## src/rtl/raytracing_scheduler_if.sv

```systemverilog
// Raster pixel stream from the ray-tracing scheduler to the frame buffer.
// Valid/ready handshake; the scheduler is the master, the frame buffer the slave.
interface raytracing_scheduler_if #(
  parameter int COLOR_B = 12
);
  logic                px_valid;
  logic                px_ready;
  logic signed [11:0]  px_x;
  logic signed [11:0]  px_y;
  logic [COLOR_B-1:0]  px_color;

  modport master (
    output px_valid,
    output px_x,
    output px_y,
    output px_color,
    input  px_ready
  );

  modport slave (
    input  px_valid,
    input  px_x,
    input  px_y,
    input  px_color,
    output px_ready
  );
endinterface

```

## src/rtl/raytracing_scheduler.sv

```systemverilog
// Frame scheduler: walks the screen in raster order, dispatches the worker pool
// chunk by chunk and drains their colour buffers into a raster pixel stream.
module raytracing_scheduler #(
  parameter int N_WORKERS        = 4,
  parameter int JOBS_SUBDIVISION = 4,
  parameter int WIDTH            = 640,
  parameter int HEIGHT           = 480,
  parameter int FP_B             = 4,
  parameter int COLOR_B          = 12
) (
  input  logic                                          clk,
  input  logic                                          rst,
  input  logic                                          frame_start,
  input  logic signed [15:0]                            sphere_y,
  output logic                                          frame_busy,
  output logic                                          frame_done,
  output logic [N_WORKERS-1:0]                          worker_activate,
  input  logic [N_WORKERS-1:0]                          worker_busy,
  output logic [12*N_WORKERS-1:0]                       worker_pixel_start_x,
  output logic signed [21:0]                            worker_doty,
  output logic [15:0]                                   worker_pixel_y_sqrd,
  output logic [26:0]                                   worker_sphere_y_sqrd,
  input  logic [N_WORKERS*JOBS_SUBDIVISION*COLOR_B-1:0] worker_buffer,
  raytracing_scheduler_if.master                        px
);

  localparam int C  = N_WORKERS * JOBS_SUBDIVISION;
  localparam int IW = (C > 1) ? $clog2(C) : 1;

  localparam logic signed [11:0] X_FIRST      = 12'(-(WIDTH / 2));
  localparam logic signed [11:0] X_LAST_CHUNK = 12'(WIDTH / 2 - C);
  localparam logic signed [11:0] Y_FIRST      = 12'(-(HEIGHT / 2));
  localparam logic signed [11:0] Y_LAST       = 12'(HEIGHT / 2 - 1);
  localparam logic [IW-1:0]      IDX_LAST     = IW'(C - 1);

  generate
    if (WIDTH % C != 0) begin : g_bad_width
      $error("WIDTH must be a multiple of N_WORKERS*JOBS_SUBDIVISION");
    end
  endgenerate

  typedef enum logic [2:0] {
    S_IDLE,
    S_ROW_SETUP,
    S_DISPATCH,
    S_WAIT,
    S_RELEASE,
    S_DRAIN,
    S_NEXT,
    S_DONE
  } state_e;

  state_e                   state_q, state_d;
  logic signed [11:0]       y_q, y_d;
  logic signed [11:0]       cx_q, cx_d;
  logic signed [15:0]       sphereY_q, sphereY_d;
  logic [IW-1:0]            idx_q, idx_d;
  logic [N_WORKERS-1:0]     seen_q, seen_d;
  logic [N_WORKERS-1:0]     done_q, done_d;
  logic [N_WORKERS-1:0]     activate_q, activate_d;
  logic [12*N_WORKERS-1:0]  startX_q, startX_d;
  logic signed [21:0]       doty_q, doty_d;
  logic [15:0]              pixYSq_q, pixYSq_d;
  logic [26:0]              sphSq_q, sphSq_d;
  logic                     busy_q, busy_d;
  logic                     frameDone_q, frameDone_d;
  logic                     pxValid_q, pxValid_d;
  logic signed [11:0]       pxX_q, pxX_d;
  logic signed [11:0]       pxY_q, pxY_d;
  logic [COLOR_B-1:0]       pxColor_q, pxColor_d;
  logic [IW-1:0]            nextIdx;

  // Drain index i maps to worker w = i % N_WORKERS, slot k = i / N_WORKERS.
  function automatic logic [COLOR_B-1:0] pickColor(input logic [IW-1:0] n);
    int w;
    int k;
    w = int'(n) % N_WORKERS;
    k = int'(n) / N_WORKERS;
    return worker_buffer[(w * JOBS_SUBDIVISION + k) * COLOR_B +: COLOR_B];
  endfunction

  always_ff @(posedge clk or posedge rst) begin
    if (rst) begin
      state_q     <= S_IDLE;
      y_q         <= '0;
      cx_q        <= '0;
      sphereY_q   <= '0;
      idx_q       <= '0;
      seen_q      <= '0;
      done_q      <= '0;
      activate_q  <= '0;
      startX_q    <= '0;
      doty_q      <= '0;
      pixYSq_q    <= '0;
      sphSq_q     <= '0;
      busy_q      <= 1'b0;
      frameDone_q <= 1'b0;
      pxValid_q   <= 1'b0;
      pxX_q       <= '0;
      pxY_q       <= '0;
      pxColor_q   <= '0;
    end else begin
      state_q     <= state_d;
      y_q         <= y_d;
      cx_q        <= cx_d;
      sphereY_q   <= sphereY_d;
      idx_q       <= idx_d;
      seen_q      <= seen_d;
      done_q      <= done_d;
      activate_q  <= activate_d;
      startX_q    <= startX_d;
      doty_q      <= doty_d;
      pixYSq_q    <= pixYSq_d;
      sphSq_q     <= sphSq_d;
      busy_q      <= busy_d;
      frameDone_q <= frameDone_d;
      pxValid_q   <= pxValid_d;
      pxX_q       <= pxX_d;
      pxY_q       <= pxY_d;
      pxColor_q   <= pxColor_d;
    end
  end

  always_comb begin
    state_d     = state_q;
    y_d         = y_q;
    cx_d        = cx_q;
    sphereY_d   = sphereY_q;
    idx_d       = idx_q;
    seen_d      = seen_q;
    done_d      = done_q;
    activate_d  = activate_q;
    startX_d    = startX_q;
    doty_d      = doty_q;
    pixYSq_d    = pixYSq_q;
    sphSq_d     = sphSq_q;
    busy_d      = busy_q;
    frameDone_d = 1'b0;
    pxValid_d   = pxValid_q;
    pxX_d       = pxX_q;
    pxY_d       = pxY_q;
    pxColor_d   = pxColor_q;
    nextIdx     = idx_q + IW'(1);

    case (state_q)
      S_IDLE: begin
        if (frame_start) begin
          sphereY_d = sphere_y;
          y_d       = Y_FIRST;
          cx_d      = X_FIRST;
          busy_d    = 1'b1;
          state_d   = S_ROW_SETUP;
        end
      end

      S_ROW_SETUP: begin
        // Products are widened first so the shifted bits survive truncation.
        doty_d   = 22'((28'(y_q) * 28'(sphereY_q)) >>> FP_B);
        pixYSq_d = 16'(24'(y_q) * 24'(y_q));
        sphSq_d  = 27'($unsigned(32'(sphereY_q) * 32'(sphereY_q)) >> FP_B);
        state_d  = S_DISPATCH;
      end

      S_DISPATCH: begin
        for (int w = 0; w < N_WORKERS; w++) begin
          startX_d[w*12 +: 12] = cx_q + 12'(w);
        end
        activate_d = '1;
        seen_d     = '0;
        done_d     = '0;
        state_d    = S_WAIT;
      end

      S_WAIT: begin
        // Done is sticky: a worker re-raising busy stays done until next dispatch.
        seen_d = seen_q | worker_busy;
        done_d = done_q | (seen_q & ~worker_busy);
        if (&done_d) begin
          activate_d = '0;
          state_d    = S_RELEASE;
        end
      end

      S_RELEASE: begin
        pxValid_d = 1'b1;
        pxX_d     = cx_q;
        pxY_d     = y_q;
        pxColor_d = pickColor('0);
        idx_d     = '0;
        state_d   = S_DRAIN;
      end

      S_DRAIN: begin
        if (px.px_ready) begin
          if (idx_q == IDX_LAST) begin
            pxValid_d = 1'b0;
            state_d   = S_NEXT;
          end else begin
            idx_d     = nextIdx;
            pxX_d     = cx_q + 12'(nextIdx);
            pxColor_d = pickColor(nextIdx);
          end
        end
      end

      S_NEXT: begin
        if (cx_q < X_LAST_CHUNK) begin
          cx_d    = cx_q + 12'(C);
          state_d = S_DISPATCH;
        end else if (y_q < Y_LAST) begin
          y_d     = y_q + 12'sd1;
          cx_d    = X_FIRST;
          state_d = S_ROW_SETUP;
        end else begin
          frameDone_d = 1'b1;
          busy_d      = 1'b0;
          state_d     = S_DONE;
        end
      end

      S_DONE: begin
        state_d = S_IDLE;
      end

      default: begin
        state_d = S_IDLE;
      end
    endcase
  end

  assign frame_busy           = busy_q;
  assign frame_done           = frameDone_q;
  assign worker_activate      = activate_q;
  assign worker_pixel_start_x = startX_q;
  assign worker_doty          = doty_q;
  assign worker_pixel_y_sqrd  = pixYSq_q;
  assign worker_sphere_y_sqrd = sphSq_q;
  assign px.px_valid          = pxValid_q;
  assign px.px_x              = pxX_q;
  assign px.px_y              = pxY_q;
  assign px.px_color          = pxColor_q;

endmodule

```

## src/flat_wrapper.sv

```systemverilog
// flat-port wrapper written by rule: the top's interface ports become plain ports
module raytracing_scheduler_flat 
#(
  parameter int N_WORKERS        = 4,
  parameter int JOBS_SUBDIVISION = 4,
  parameter int WIDTH            = 640,
  parameter int HEIGHT           = 480,
  parameter int FP_B             = 4,
  parameter int COLOR_B          = 12
)
  (clk, rst, frame_start, sphere_y, frame_busy, frame_done, worker_activate, worker_busy, worker_pixel_start_x, worker_doty, worker_pixel_y_sqrd, worker_sphere_y_sqrd, worker_buffer, px_px_valid, px_px_x, px_px_y, px_px_color, px_px_ready);
  raytracing_scheduler_if #(.COLOR_B(COLOR_B)) px_i ();
  input  logic clk;
  input  logic rst;
  input  logic frame_start;
  input  logic signed [15:0] sphere_y;
  output logic frame_busy;
  output logic frame_done;
  output logic [N_WORKERS-1:0] worker_activate;
  input  logic [N_WORKERS-1:0] worker_busy;
  output logic [12*N_WORKERS-1:0] worker_pixel_start_x;
  output logic signed [21:0] worker_doty;
  output logic [15:0] worker_pixel_y_sqrd;
  output logic [26:0] worker_sphere_y_sqrd;
  input  logic [N_WORKERS*JOBS_SUBDIVISION*COLOR_B-1:0] worker_buffer;
  output wire logic [$bits(px_i.px_valid)-1:0] px_px_valid;
  output wire logic [$bits(px_i.px_x)-1:0] px_px_x;
  output wire logic [$bits(px_i.px_y)-1:0] px_px_y;
  output wire logic [$bits(px_i.px_color)-1:0] px_px_color;
  input wire logic [$bits(px_i.px_ready)-1:0] px_px_ready;
  assign px_px_valid = px_i.px_valid;
  assign px_px_x = px_i.px_x;
  assign px_px_y = px_i.px_y;
  assign px_px_color = px_i.px_color;
  assign px_i.px_ready = px_px_ready;
  raytracing_scheduler #(.N_WORKERS(N_WORKERS), .JOBS_SUBDIVISION(JOBS_SUBDIVISION), .WIDTH(WIDTH), .HEIGHT(HEIGHT), .FP_B(FP_B), .COLOR_B(COLOR_B)) u_core (.clk(clk), .rst(rst), .frame_start(frame_start), .sphere_y(sphere_y), .frame_busy(frame_busy), .frame_done(frame_done), .worker_activate(worker_activate), .worker_busy(worker_busy), .worker_pixel_start_x(worker_pixel_start_x), .worker_doty(worker_doty), .worker_pixel_y_sqrd(worker_pixel_y_sqrd), .worker_sphere_y_sqrd(worker_sphere_y_sqrd), .worker_buffer(worker_buffer), .px(px_i));
endmodule
```

## config.mk

```make
export PLATFORM = sky130hd
export DESIGN_NAME = raytracing_scheduler_flat
export DESIGN_NICKNAME = d
export VERILOG_FILES = /design/src/rtl/raytracing_scheduler_if.sv /design/src/rtl/raytracing_scheduler.sv /design/src/flat_wrapper.sv
export SDC_FILE = /design/constraint.sdc
export NUM_CORES = 2
export LEC_CHECK = 0
export ABC_CLOCK_PERIOD_IN_PS = 11270
export CORE_MARGIN = 5
export CORE_UTILIZATION = 40
export DETAILED_ROUTE_END_ITERATION = 6
export SYNTH_ARGS = -nofsm -noshare
export SYNTH_HDL_FRONTEND = slang
export SYNTH_SLANG_ARGS = --single-unit
```

## constraint.sdc

```tcl
create_clock -name clk -period 11.27 [get_ports clk]
set_clock_uncertainty 0.05 [all_clocks]
set_input_delay 3.381 -clock clk [delete_from_list [all_inputs] [get_ports clk]]
set_output_delay 3.381 -clock clk [all_outputs]
set_load 0.1 [all_outputs]
```

# Word level (Yosys, flattened, before mapping)
# Index checks and enable logic that the tools add are counted.
[word_totals] reg_bits=211 inputBits=216 output_inout_bits=156 wordCells=105
[op_classes] addsub=8 multipliers=4 n_lt_le_gt_ge=2 eq_ne=17 shifts=1 n_mux=38 n_bitwise=4 reduce_logical=13
[ops] cell="192-bit by 32-bit variable part select with 12-bit output" n=1
[ops] cell="12-bit 2-to-1 mux" n=10
[ops] cell="12-bit case mux with 2 select lines" n=4
[ops] cell="32-bit by 3-bit multiplier with 30-bit output (second input constant)" n=1
[ops] cell="4-bit case mux with 2 select lines" n=4
[ops] cell="16-bit by 16-bit multiplier with 31-bit output" n=1
[ops] cell="12-bit by 16-bit multiplier with 26-bit output" n=1
[ops] cell="12-bit by 2-bit adder with 12-bit output (second input constant)" n=2
[ops] cell="12-bit by 3-bit adder with 12-bit output (second input constant)" n=2
[ops] cell="3-bit case mux with 8 select lines" n=1
[ops] cell="3-bit 2-to-1 mux" n=6
[ops] cell="12-bit by 12-bit multiplier with 16-bit output" n=1
[ops] cell="4-bit AND reduction" n=4
[ops] cell="12-bit by 4-bit adder with 12-bit output" n=1
[ops] cell="12-bit by 6-bit adder with 12-bit output (second input constant)" n=1
[ops] cell="3-bit equality test (second input constant)" n=4
[ops] cell="12-bit by 10-bit less-than comparator with 1-bit output (second input constant)" n=1
[ops] cell="12-bit by 9-bit less-than comparator with 1-bit output (second input constant)" n=1
[ops] cell="4-bit 2-to-1 mux" n=3
[ops] cell="2-bit inequality test (second input constant)" n=5
[ops] cell="3-bit AND reduction" n=3
[ops] cell="1-bit 2-to-1 mux" n=8
[ops] cell="4-bit OR" n=2
[ops] cell="3-bit by 2-bit equality test with 1-bit output (second input constant)" n=2
[ops] cell="other kinds (12)" n=18

# Longest topological paths before layout
[logic_depth] word_depth=7 mapped_depth=24 mapped_depth_nobuf=23

# Worst setup path after synthesis
# Ideal clock, no wire load.
[synth_timing] path_type="register -> register" startpoint="reg u_core.sphereY_q[1]" endpoint="reg u_core.sphSq_q[25] (netlist: u_core.worker_sphere_y_sqrd[25])" setup_ns=0.087 t_arrival_ns=5.969 required_time_ns=11.133 slack_ns=5.164 path_stages_with_launch=20 path_buffers=2 cell_sequence="dfrtp_1 clkbuf_1 clkbuf_1 and2_1 fa_1 inv_1 fa_1 inv_1 fa_1 fa_1 fa_1 inv_1 fa_1 inv_1 ha_1 a2111o_1 a21oi_1 o31ai_1 or4_1 o211ai_1"
[synth_between] elab_chain_len=1
[synth_lines] element="start, declared" line_no="raytracing_scheduler.sv:56" source="logic signed [15:0] sphereY_q, sphereY_d;"
[synth_lines] element="start signal, assigned" line_no="raytracing_scheduler.sv:106" source="sphereY_q <= sphereY_d;"
[synth_lines] element="16-bit by 16-bit multiplier with 31-bit output" line_no="raytracing_scheduler.sv:160" source="sphSq_d = 27'($unsigned(32'(sphereY_q) * 32'(sphereY_q)) >> FP_B);"
[synth_lines] element="end signal, assigned" line_no="raytracing_scheduler.sv:114" source="sphSq_q <= sphSq_d;"
[synth_lines] element="end, declared" line_no="raytracing_scheduler.sv:64" source="logic [26:0] sphSq_q, sphSq_d;"
# Every way passes these cells.
# A chain may end at the register's enable or synchronous reset.

# Final worst setup path
[layout_timing] startpoint="reg u_core.sphereY_q[12]" endpoint="reg u_core.sphSq_q[24] (netlist: u_core.worker_sphere_y_sqrd[24])"
# The elaborated chain is that of the path after synthesis.

==> results.sh <==
export IMPL_outcome="finished, final reports clean"
export IMPL_h_tree_depth=4
export IMPL_max_slew_margin=0.260
export IMPL_required_ns=11.59
export IMPL_final_max_slew_viol_count=0
export IMPL_ys_types=69
export IMPL_area_growth_pct=16.6
export IMPL_ys_seq_area_frac=0.145
export IMPL_num_io_pins=372
export IMPL_critical_path_startpoint="u_core.sphereY_q[12]"
export IMPL_holdBufCountCts=0
export IMPL_globalplace_congestion=0.866
export IMPL_drive_gt1_frac=0.0584
export IMPL_vias_per_cell=5.18
export IMPL_mostFrequentLayoutCells="inv_1, fa_1, nand2_1"
export IMPL_drt_pass1_iterations=5
export IMPL_routed_wl_um=82900
export IMPL_min_period_ns=7.34
export IMPL_rsz0062_at_grt="false"
export IMPL_yosys_warnings=0
export IMPL_fin_crit_sh=0.651
export IMPL_via_count=22600
export IMPL_finalSetupTns_ns=0
export IMPL_cts_sinks=170
export IMPL_r2r_start="u_core.sphereY_q[12]"
export IMPL_globalRouteTotalUtil=0.216
export IMPL_syn_area_sq_mm=0.0293
export IMPL_async_reset_ff_frac=1.00
export IMPL_crit_end="u_core.worker_sphere_y_sqrd[24]"
export IMPL_numCtsBuffers=17
export IMPL_clk_latency_ns=0.51
export IMPL_port_buffers=358
export IMPL_drt_iter0_drc=1245
export IMPL_hold_viol_final=0
export IMPL_drtAntennaViolNets=0
export IMPL_wl_per_cell_um=19.0
export IMPL_syn_avg_cell_area_sq_um=9.31
export IMPL_synth_top_area_share=0.318
export IMPL_tritoncts="built"
export IMPL_timing_fmax_ghz=0.136
export IMPL_antenna_found_initial=8
export IMPL_clock_path_buffers=2
export IMPL_grt_pass1_wl_um=134000
export IMPL_dp_hpwl_um=65100
export IMPL_synth_seq_cells=170
export IMPL_maxCapViolCount=0
export IMPL_r2r_end="u_core.worker_sphere_y_sqrd[24]"
export IMPL_startpoint_type="flip-flop"
export IMPL_die_h_um=281
export IMPL_overflow=0
export IMPL_setup_violations=0
export IMPL_crit_arrival_ns=7.67
export IMPL_drc_errors=0
export IMPL_cts_setup_buffers=0
export IMPL_worst_setup_path_end_kind="flip-flop"
export IMPL_ys_flop_type="dfrtp_1"
export IMPL_path_clk_slew_ns=0.09
export IMPL_core_rowCount=99
export IMPL_final_common_cell="inv_1"
export IMPL_die_w_um=281
export IMPL_cp_max_fo=22
export IMPL_r2r_slack_ns=3.93
export IMPL_start_util=0.402
export IMPL_critPathKind="flip-flop to flip-flop"
export IMPL_fp_dieArea_sq_mm=0.0788
export IMPL_clock_root_buffer="clkbuf_16"
export IMPL_reg2reg_depth=21
export IMPL_grt_pass1_vias=24200
export IMPL_synthTopCellsByArea="fa_1, dfrtp_1, ha_1"
export IMPL_min_path_type="flip-flop to flip-flop"
export IMPL_synth_edf_count=0
export IMPL_worst_slew_pin_transition_ns=1.11
export IMPL_cts_resized=0
export IMPL_core_area_sq_mm=0.0728
export IMPL_grt_max_degree=121
export IMPL_postSynthCellCount=3147
export IMPL_layout_nets=4248
export IMPL_yosys_area_top_type="fa_1"
==> cell families after synthesis <==
family	after synthesis	synth area share
xor+xnor	97	0.0296
other cells	1	0.000128
simple gates	820	0.126
fa+ha+maj	654	0.399
mux	199	0.105
compound gates	379	0.0825
buf+inv	827	0.113
flops	170	0.145
==> cells in the mapped netlist, types with 18 or more instances <==
cell        n
buf_4      44
clkbuf_1  131
nand2b_1   20
fa_1      466
a21oi_1    93
ha_1      188
xor2_1     34
mux4_2     86
and2_1    121
nor2_1    115
o21ai_0   106
dfrtp_1   170
mux2i_1    95
o31ai_1    19
o221ai_1   19
inv_1     619
nand3_1    25
nor3_1     26
nand2_1   446
xnor2_1    62
o211ai_1   22
a21o_1     25
mux2_2     18
==> state kept, by name, summed over array words and instances, names as in the netlist, 3 cells and up <==
register and count:
u_core.sphereY_q 16, u_core.worker_sphere_y_sqrd 27, u_core.state_q 3, u_core.px.px_x 12, u_core.worker_doty 22, u_core.worker_pixel_y_sqrd 15, u_core.px.px_color 12, u_core.worker_pixel_start_x 15
u_core.done_q 4, u_core.y_q 12, u_core.idx_q 4, u_core.seen_q 4, u_core.px.px_y 12, u_core.cx_q 8
==> worst min-delay path by stage <==
stage	slack [ns]	cells after the start	start	to
after floorplan	0.40	2	u_core.seen_q[0]	u_core.seen_q[0]
after global placement	0.41	2	u_core.worker_pixel_y_sqrd[3]	u_core.worker_pixel_y_sqrd[3]
after detailed placement	0.41	2	u_core.worker_sphere_y_sqrd[0]	u_core.worker_sphere_y_sqrd[0]
after CTS	0.43	2	u_core.worker_doty[11]	u_core.worker_doty[11]
after global routing	0.45	2	u_core.worker_pixel_y_sqrd[5]	u_core.worker_pixel_y_sqrd[5]
final	0.43	2	u_core.worker_doty[0]	u_core.worker_doty[0]
==> final cells by class <==
cell class / count / area [sq um]
repair buffers: 400 / 3900
flip-flops and latches: 170 / 4250
clock inverters: 15 / 211
clock buffers: 17 / 425
diodes: 7 / 17.5
fillers: 7100 / 38600
multi-input cells: 2163 / 21800
well taps: 959 / 1200
inverters: 626 / 2360
==> critical path: stages (launching register included) <==
cell,delay [ns]
dfrtp_1,0.86
clkinv_1,0.59
nor2_1,0.34
ha_1,0.30
xor2_1,0.19
fa_1,0.51
fa_1,0.52
inv_1,0.05
fa_1,0.48
fa_1,0.49
inv_1,0.05
fa_1,0.47
inv_1,0.04
ha_1,0.37
nand4_1,0.18
nor2_1,0.13
o21ai_0,0.12
o21ai_0,0.53
o221ai_1,0.31
a31oi_1,0.28
mux2i_1,0.21
o311ai_0,0.13
==> metal layers <==
layer  routed length [um]  track usage  vias up
li1                     -            -    10400
met3                 5140       0.0448      100
met4                 2030       0.0599        4
met2                42200        0.377      589
met1                33500        0.272    11500
met5                   26            0        -
==> per-stage QoR <==
step | hold slack [ns] | utilization | instances | cell area [sq um] | setup slack, ns
2_1_floorplan | 0.405 | - | 3160 | 29400 | 3.24
3_3_place_gp | 0.409 | 0.460 | 4318 | 33500 | 4.21
3_5_place_dp | 0.413 | 0.460 | 4318 | 33500 | 3.94
4_1_cts | 0.433 | 0.469 | 4350 | 34200 | 3.88
5_1_grt | 0.455 | 0.469 | 4353 | 34200 | 3.38
6_report | 0.429 | 0.469 | 4357 | 34200 | 3.93
Power is left out: the tool's default activity adds up to more than one toggle a clock period on the data nets, which glitch-free logic cannot reach.
